### config.mk
export PLATFORM = sky130hd
export DESIGN_NAME = dff_pipe
export DESIGN_NICKNAME = d
export VERILOG_FILES = /design/src/rtl/dff_pipe_pkg.sv /design/src/rtl/dff_pipe_stage.sv /design/src/rtl/dff_pipe.sv
export SDC_FILE = /design/constraint.sdc
export NUM_CORES = 1
export LEC_CHECK = 0
export ABC_AREA = 0
export ABC_CLOCK_PERIOD_IN_PS = 2200
export CAP_MARGIN = 30
export CORE_UTILIZATION = 40
export DETAILED_ROUTE_END_ITERATION = 10
export DONT_BUFFER_PORTS = 1
export SLEW_MARGIN = 10
export SYNTH_ARGS = -nofsm -noshare
export SYNTH_HDL_FRONTEND = slang
export SYNTH_HIERARCHICAL = 1
export SYNTH_SLANG_ARGS = --single-unit
export TNS_END_PERCENT = 20
### constraint.sdc
create_clock -name clk -period 2.2 [get_ports clk]
set_input_delay 0.22 -clock clk [delete_from_list [all_inputs] [get_ports clk]]
set_output_delay 0.22 -clock clk [all_outputs]
set_load 0.02 [all_outputs]
### src/rtl/dff_pipe_pkg.sv
// -----------------------------------------------------------------------------
// dff_pipe_pkg
//   Shared defaults and types for the elastic register pipeline (dff_pipe).
//   Contents:
//     DEFAULT_BIT_WIDTH - default data width of one pipeline word
//     DEFAULT_DEPTH     - default number of register stages
//     pipe_word_t       - one data word at the default width
// -----------------------------------------------------------------------------
package dff_pipe_pkg;

    localparam int DEFAULT_BIT_WIDTH = 64;
    localparam int DEFAULT_DEPTH     = 4;

    typedef logic [DEFAULT_BIT_WIDTH-1:0] pipe_word_t;

endpackage : dff_pipe_pkg

### src/rtl/dff_pipe_stage.sv
// -----------------------------------------------------------------------------
// dff_pipe_stage
//   One elastic pipeline stage: a data register plus a valid flag.
//   The stage advances when it is empty or when its contents are taken
//   downstream. An empty stage therefore always accepts, so bubbles collapse.
// Ports:
//   clk          in   rising-edge clock
//   rst_n        in   asynchronous active-low reset (clears data and valid)
//   flush_in     in   synchronous clear of the valid flag
//   take_in      in   the next stage (or the consumer) takes this stage's word
//   up_valid_in  in   valid of the word offered by the previous stage
//   up_data_in   in   data offered by the previous stage
//   adv_out      out  this stage loads from upstream on the next edge
//   valid_out    out  stage holds a valid word
//   data_out     out  stage data
// -----------------------------------------------------------------------------
module dff_pipe_stage
    import dff_pipe_pkg::*;
#(
    parameter int BIT_WIDTH = DEFAULT_BIT_WIDTH
) (
    input  logic                 clk,
    input  logic                 rst_n,
    input  logic                 flush_in,
    input  logic                 take_in,
    input  logic                 up_valid_in,
    input  logic [BIT_WIDTH-1:0] up_data_in,
    output logic                 adv_out,
    output logic                 valid_out,
    output logic [BIT_WIDTH-1:0] data_out
);

    logic                 valid_q, valid_d;
    logic [BIT_WIDTH-1:0] data_q,  data_d;

    assign adv_out = !valid_q || take_in;

    // NOTE: every variable gets its hold value first so no path leaves it
    // unassigned; otherwise synthesis infers a latch.
    always_comb begin
        valid_d = valid_q;
        data_d  = data_q;
        if (adv_out) begin
            valid_d = up_valid_in;
            // Data only moves with a valid word, so idle stages do not toggle.
            if (up_valid_in) begin
                data_d = up_data_in;
            end
        end
        // Flush outranks any advance; data contents are don't-care once invalid.
        if (flush_in) begin
            valid_d = 1'b0;
        end
    end

    // NOTE: non-blocking assignments for all state so every flop samples the
    // pre-edge values regardless of process evaluation order.
    // NOTE: the data register is reset as well as the valid flag because the
    // output word must read zero straight out of reset.
    always_ff @(posedge clk or negedge rst_n) begin
        if (!rst_n) begin
            valid_q <= 1'b0;
            data_q  <= '0;
        end else begin
            valid_q <= valid_d;
            data_q  <= data_d;
        end
    end

    assign valid_out = valid_q;
    assign data_out  = data_q;

endmodule : dff_pipe_stage

### src/rtl/dff_pipe.sv
// -----------------------------------------------------------------------------
// dff_pipe
//   Parametrised elastic register pipeline with valid/ready handshake,
//   bubble collapsing, synchronous flush and a registered occupancy count.
// Ports:
//   clk        in   rising-edge clock
//   rst_n_in   in   asynchronous active-low reset
//   d_in       in   upstream data
//   valid_in   in   upstream data valid
//   ready_out  out  pipeline accepts d_in this cycle
//   q_output   out  data of the last stage
//   valid_out  out  last stage holds valid data
//   ready_in   in   downstream accepts q_output this cycle
//   flush_in   in   synchronous clear of all stage valids
//   count_out  out  number of valid stages, 0..DEPTH
// -----------------------------------------------------------------------------
module dff_pipe
    import dff_pipe_pkg::*;
#(
    parameter  int BIT_WIDTH = DEFAULT_BIT_WIDTH,
    parameter  int DEPTH     = DEFAULT_DEPTH,
    localparam int CNT_W     = $clog2(DEPTH + 1)
) (
    input  logic                 clk,
    input  logic                 rst_n_in,
    input  logic [BIT_WIDTH-1:0] d_in,
    input  logic                 valid_in,
    output logic                 ready_out,
    output logic [BIT_WIDTH-1:0] q_output,
    output logic                 valid_out,
    input  logic                 ready_in,
    input  logic                 flush_in,
    output logic [CNT_W-1:0]     count_out
);

    if (DEPTH < 1) begin : g_bad_depth
        $error("dff_pipe: DEPTH must be at least 1");
    end

    logic             in_xfer;
    logic             out_xfer;
    logic [CNT_W-1:0] count_q, count_d;

    // The ready chain is purely combinational from ready_in back to stage 0:
    // each stage advances if it is empty or the stage after it advances.
    for (genvar i = 0; i < DEPTH; i++) begin : g_stage
        logic                 adv;
        logic                 take;
        logic                 up_valid;
        logic [BIT_WIDTH-1:0] up_data;
        logic                 v;
        logic [BIT_WIDTH-1:0] data;

        if (i == DEPTH - 1) begin : g_last
            assign take = ready_in;
        end else begin : g_inner
            assign take = g_stage[i+1].adv;
        end

        if (i == 0) begin : g_first
            assign up_valid = in_xfer;
            assign up_data  = d_in;
        end else begin : g_chain
            assign up_valid = g_stage[i-1].v;
            assign up_data  = g_stage[i-1].data;
        end

        dff_pipe_stage #(
            .BIT_WIDTH (BIT_WIDTH)
        ) u_stage (
            .clk         (clk),
            .rst_n       (rst_n_in),
            .flush_in    (flush_in),
            .take_in     (take),
            .up_valid_in (up_valid),
            .up_data_in  (up_data),
            .adv_out     (adv),
            .valid_out   (v),
            .data_out    (data)
        );
    end

    // Input is refused during a flush so the offered word cannot slip past it.
    assign ready_out = g_stage[0].adv && !flush_in;
    assign valid_out = g_stage[DEPTH-1].v;
    assign q_output  = g_stage[DEPTH-1].data;

    assign in_xfer  = valid_in && ready_out;
    assign out_xfer = valid_out && ready_in;

    // Simultaneous in and out leaves the count unchanged; the handshake itself
    // keeps it inside 0..DEPTH, so no saturation is needed.
    always_comb begin
        count_d = count_q;
        if (flush_in) begin
            count_d = '0;
        end else begin
            count_d = count_q + CNT_W'(in_xfer) - CNT_W'(out_xfer);
        end
    end

    always_ff @(posedge clk or negedge rst_n_in) begin
        if (!rst_n_in) begin
            count_q <= '0;
        end else begin
            count_q <= count_d;
        end
    end

    assign count_out = count_q;

endmodule : dff_pipe

# Word level (Yosys, flattened, before mapping)
# Cells that the tools add are included.
dict set report classes {
  reduce_logical 20
  add_sub_neg 2
  n_mux 9
}
# cell count
set ops {}
lappend ops {{1-bit 2-to-1 mux} 8}
lappend ops {{2-bit AND reduction} 4}
lappend ops {{2-bit nonzero test} 4}
lappend ops {{1-bit logical NOT} 5}
lappend ops {{1-bit logical OR} 4}
lappend ops {{3-bit by 1-bit adder with 3-bit output} 1}
lappend ops {{1-bit logical AND} 3}
lappend ops {{3-bit 2-to-1 mux} 1}
lappend ops {{3-bit by 1-bit subtractor with 3-bit output} 1}
dict set report totals {
  ff_bits 263
  in_bits 69
  elab_cells 40
}

# Longest topological paths before layout
dict set report depth {
  word_depth 10
  depth_mapped 13
}

# Cells and area by module
# Netlist, hierarchy kept.
# module area_each_um2 seq_area_each_um2 instances cells_each
set modules_own_cells {}
lappend modules_own_cells {dff_pipe_stage 2673.8 1626.6 4 139}
lappend modules_own_cells {dff_pipe 186.4 75.1 1 16}

# Worst setup path after synthesis
# Ideal clock, no wire load.
dict set report synth_path {
  path_type {register -> register}
  start {register g_stage[3].u_stage.valid_q}
  end {register count_q[2], in the netlist count_out[2]}
  period_less_slack_ns 2.715
  setup_ns 0.114
  arrival_ns 2.601
  path_stages_with_launch 14
  path_buffers 0
  slack_ns -0.515
  path_cell_list {dfrtp_1 > nand2b_4 > nand2b_4 > nand2b_4 > nand2b_4 > nor2b_1 > nand2_1 > ha_1 > inv_1 > ha_1 > inv_1 > fa_1 > xnor3_1 > nor2_1}
}
dict set report synth_via {
  elab_chain_cells 10
  word_cells_on_any_way 11
}
# element line_no
set synth_rtl {}
lappend synth_rtl {{start: declaration} dff_pipe_stage.sv:33} ;# logic valid_q, valid_d;
lappend synth_rtl {{start signal: assignment} dff_pipe_stage.sv:65} ;# valid_q <= valid_d;
lappend synth_rtl {{1-bit logical NOT} dff_pipe_stage.sv:36} ;# assign adv_out = !valid_q || take_in;
lappend synth_rtl {{1-bit logical OR} dff_pipe_stage.sv:36}
lappend synth_rtl {{via g_stage[2].take} dff_pipe.sv:48} ;# logic take;
lappend synth_rtl {{1-bit logical OR} dff_pipe_stage.sv:36}
lappend synth_rtl {{via g_stage[1].take} dff_pipe.sv:48}
lappend synth_rtl {{1-bit logical OR} dff_pipe_stage.sv:36}
lappend synth_rtl {{via g_stage[0].take} dff_pipe.sv:48}
lappend synth_rtl {{1-bit logical OR} dff_pipe_stage.sv:36}
lappend synth_rtl {{via g_stage[0].adv} dff_pipe.sv:47} ;# logic adv;
lappend synth_rtl {{1-bit logical AND} dff_pipe.sv:84} ;# assign ready_out = g_stage[0].adv && !flush_in;
lappend synth_rtl {{via ready_out} dff_pipe.sv:28} ;# output logic ready_out,
lappend synth_rtl {{1-bit logical AND} dff_pipe.sv:88} ;# assign in_xfer = valid_in && ready_out;
lappend synth_rtl {{3-bit by 1-bit adder with 3-bit output} dff_pipe.sv:98} ;# count_d = count_q + CNT_W'(in_xfer) - CNT_W'(out_xfer);
lappend synth_rtl {{3-bit by 1-bit subtractor with 3-bit output} dff_pipe.sv:98}
lappend synth_rtl {{3-bit 2-to-1 mux} dff_pipe.sv:95} ;# if (flush_in) begin
lappend synth_rtl {{via count_d[2]} dff_pipe.sv:42} ;# logic [CNT_W-1:0] count_q, count_d;
lappend synth_rtl {{end signal: assignment} dff_pipe.sv:106} ;# count_q <= count_d;
lappend synth_rtl {{end: declaration} dff_pipe.sv:42}
# The timed path passes the listed nets, and every way through them passes these cells.
# A chain may end at the register's enable or synchronous reset.

# Worst setup path in the final report
dict set report layout_path {
  start {register g_stage[3].u_stage.valid_q}
  end {register count_q[2], in the netlist count_out[2]}
}
dict set report layout_via {
  elab_chain_cells 10
  word_cells_on_any_way 11
}
# element line_no
set layout_rtl {}
lappend layout_rtl {{1-bit logical NOT} dff_pipe_stage.sv:36}
lappend layout_rtl {{1-bit logical OR} dff_pipe_stage.sv:36}
lappend layout_rtl {{via g_stage[2].take} dff_pipe.sv:48}
lappend layout_rtl {{1-bit logical OR} dff_pipe_stage.sv:36}
lappend layout_rtl {{via g_stage[1].take} dff_pipe.sv:48}
lappend layout_rtl {{1-bit logical OR} dff_pipe_stage.sv:36}
lappend layout_rtl {{via g_stage[0].take} dff_pipe.sv:48}
lappend layout_rtl {{1-bit logical OR} dff_pipe_stage.sv:36}
lappend layout_rtl {{via g_stage[0].adv} dff_pipe.sv:47}
lappend layout_rtl {{1-bit logical AND} dff_pipe.sv:84}
lappend layout_rtl {{1-bit logical AND} dff_pipe.sv:88}
lappend layout_rtl {{3-bit by 1-bit adder with 3-bit output} dff_pipe.sv:98}
lappend layout_rtl {{3-bit by 1-bit subtractor with 3-bit output} dff_pipe.sv:98}
lappend layout_rtl {{3-bit 2-to-1 mux} dff_pipe.sv:95}
lappend layout_rtl {{via count_d[2]} dff_pipe.sv:42}
# The timed path passes the listed nets, and every way through them passes these cells.

==> results.ini <==
[outcome]
status = finished with violations
violations = negative hold slack, negative setup slack

[worst_setup_path]
reg2reg_depth = 13
regToRegSetupSlack_ns = -0.06
timing.rr.start = g_stage[3].u_stage/valid_out
start_kind = flip-flop
critPathKind = flip-flop to flip-flop
cp-end-kind = flip-flop
cp_max_fo = 2
critPathLaunch = g_stage[3].u_stage/valid_out
worstPathArrival_ns = 2.68
worstPathRequired_ns = 2.62

[clocking]
clock_tree.buffer_depth = 3
clk_latency_ns = 0.53
cts-root-buf = clkbuf_16
cts_made_buffers = 28
holdBufCountCts = 68
htreeDepth = 1
cts.sinks = 263
cts.reportedPaths.clkPinSlew_ns = 0.06
cts_tree = yes

[logic_synthesis]
yosys-top-cells-area = dfrtp_1, mux2_4, buf_6, mux2_2, nand2b_4
synth_fa_ha_area_share_pct = 0.4139
netlist.area_leader.share_pct = 60.48
synth-seq-cells = 263
ys_seq_area_share_pct = 60.48
ys_warn_count = 6
synth_edf_count = 0
synth_top_family_by_area = multiplexers
postSynthAreaPerCell_um2 = 19.02
synth_compound_area_share_pct = 0.1840
synthArstFlopShare_pct = 100.0
synthMuxAreaShare_pct = 34.77
syn-num-nets = 644
yosys.area_share.simple_pct = 1.253
synth_flop_cell = dfrtp_1
synth_top_area_cell = dfrtp_1
synth_xor_area_share_pct = 0.2070
syn_inst = 572
yosys.cell_types.count = 15
syn_area_um2 = 10880

[power_and_ir_drop]
ir_worst_vdd_mv = 0.6249
p_comb_share_pct = 16.4
seq_power_share_pct = 52.4
p_sw_w = 0.003943
p_leak_nw = 6.555
intPower_w = 0.01109
powerDensity_nw_per_um2 = 1164
power_frac_clock_pct = 31.3
swShare_pct = 26.23

[die]
pin_count = 138
die_h_um = 166.9
fp.dieW_um = 166.9
start_util_pct = 40.60
die-area_um2 = 27870
core_um2 = 26800
num_rows = 60

[sta]
post-route-period-util_pct = 102.9
setup_violations = 2
worst_pin_slew_ns = 0.4494
hold_violations = 266
setup_tns_ns = -0.1031
rsz0062_at_grt = yes
finClkSkew_ns = 0.009979
max_clock_freq_ghz = 0.4419
drv_slew = 0
worst_slack_ns = -0.06289
whs_ns = -0.6078
min_period_ns = 2.263
slew_headroom_pct = 70.04

[place]
post-place-cells = 905
place.gp.congestion = 0.7393
pre_cts_ws_ns = -0.07754
io_buffers = 0
dp_hpwl_mm = 11.69

[layout]
final_cell_count_no_fill = 1025
most-common-layout-cells = dfrtp_1, mux2_4, dlygate4sd3_1
drive_above_1_share_pct = 48.98
n_antenna_cell = 0
fillCellCount = 2231
fin_nets = 735
syn2layout_area_growth_pct = 18.72
final_util_pct = 48.20
layout_commonest_cell = dfrtp_1

[global_route]
grt_max_degree = 264
antenna_found_initial = 0
grt_pass1_wl_mm = 31.24
overflow = 0
grt_pass1_vias = 5479
grt.total_usage_pct = 14.04

[route]
viasPerCell = 4.746
first_pass_iters = 4
routed_wl_mm = 18.89
drtIter0Drc = 204
vias = 4865
drc = 0
wire_per_inst_um = 18.43
final_antenna_net_count = 0

[min_path]
hold_class = primary input to async pin

[job]
drv_cap = 0

metal layers:
layer	up-vias	routed length (um)	track usage, %
met5	-	0	0
met4	0	355	4.026
met3	31	1081	3.446
met2	120	9027	22.72
met1	2509	8425	18.70
li1	2205	-	-
per-stage QoR:
stage,hold slack (ns),total power [W],instance area (um^2)
2_1_floorplan,-0.07559,0.009769,10890
3_3_place_gp,-0.06704,0.01020,11280
3_5_place_dp,-0.06512,0.01035,11280
4_1_cts,-0.6364,0.01523,12920
5_1_grt,-0.6432,0.01574,12920
6_report,-0.6078,0.01504,12920
registers in the layout, summed over array words and instances (netlist names):
name and cells:
g_stage.u_stage/data_out 256, g_stage.u_stage/valid_out 4, count_out 3
synthesized netlist by cell type (2+ instances only):
cell	n
dfrtp_1	263
buf_6	24
nand2b_4	4
nor2_1	2
ha_1	2
nor2b_1	2
inv_1	6
mux2_2	16
a21oi_1	4
nand2_4	4
mux2_4	240
and2_1	2
worst max-delay path, stage by stage (launching register included):
cell	delay [ns]
dfrtp_2	0.42
nand2b_4	0.07
nand2b_4	0.12
nand2b_4	0.12
nand2b_4	0.13
nor2b_4	0.15
nand2_1	0.06
ha_1	0.26
inv_1	0.06
ha_1	0.13
inv_1	0.05
fa_2	0.33
xnor3_1	0.21
nor2_1	0.04
logic make-up after synthesis:
kind of cell,after synthesis
and+or+nand+nor,15
DFF,263
AOI/OAI and AO/OA,4
xor gates and xnor gates,1
buffers and inverters,30
adders and majority gates,3
muxes,256
worst paths after layout:
check / end
setup / recovery: count_out[2]
hold / removal: g_stage[2].u_stage/data_out[30]
setup reg to reg: count_out[2]
hold reg to reg: g_stage[1].u_stage/data_out[54]
max in group asynchronous: g_stage[3].u_stage/data_out[54]
min in group clk: count_out[1]
power by group through the flow:
stage | clock network (W) | registers, W | logic (W)
2_1_floorplan | 0 | 0.00756 | 0.00221
3_3_place_gp | 0 | 0.00791 | 0.00228
3_5_place_dp | 0 | 0.00798 | 0.00237
4_1_cts | 0.00484 | 0.00791 | 0.00248
5_1_grt | 0.00505 | 0.00807 | 0.00263
6_report | 0.00470 | 0.00787 | 0.00246
repair_timing:
| item | 4_1_cts | 5_1_grt |
|---|---|---|
| endpoints found under the setup margin | 2 | 7 |
| gates resized for setup | 0 | 1 |
| endpoints found under the hold margin | 334 | 266 |
| buffers inserted | 1 | 0 |
area by class of cell:
type / count / area [um^2] / area share, %
Sequential cell: 263 / 6583 / 50.95
Clock buffer: 39 / 853.3 / 6.605
Tap cell: 341 / 426.7 / 3.303
Inverter: 6 / 22.52 / 0.1743
Multi-Input combinational cell: 279 / 4020 / 31.12
Clock inverter: 12 / 92.59 / 0.7167
Timing Repair Buffer: 85 / 920.9 / 7.128
Note: power is estimated with default switching activity, not from simulation.
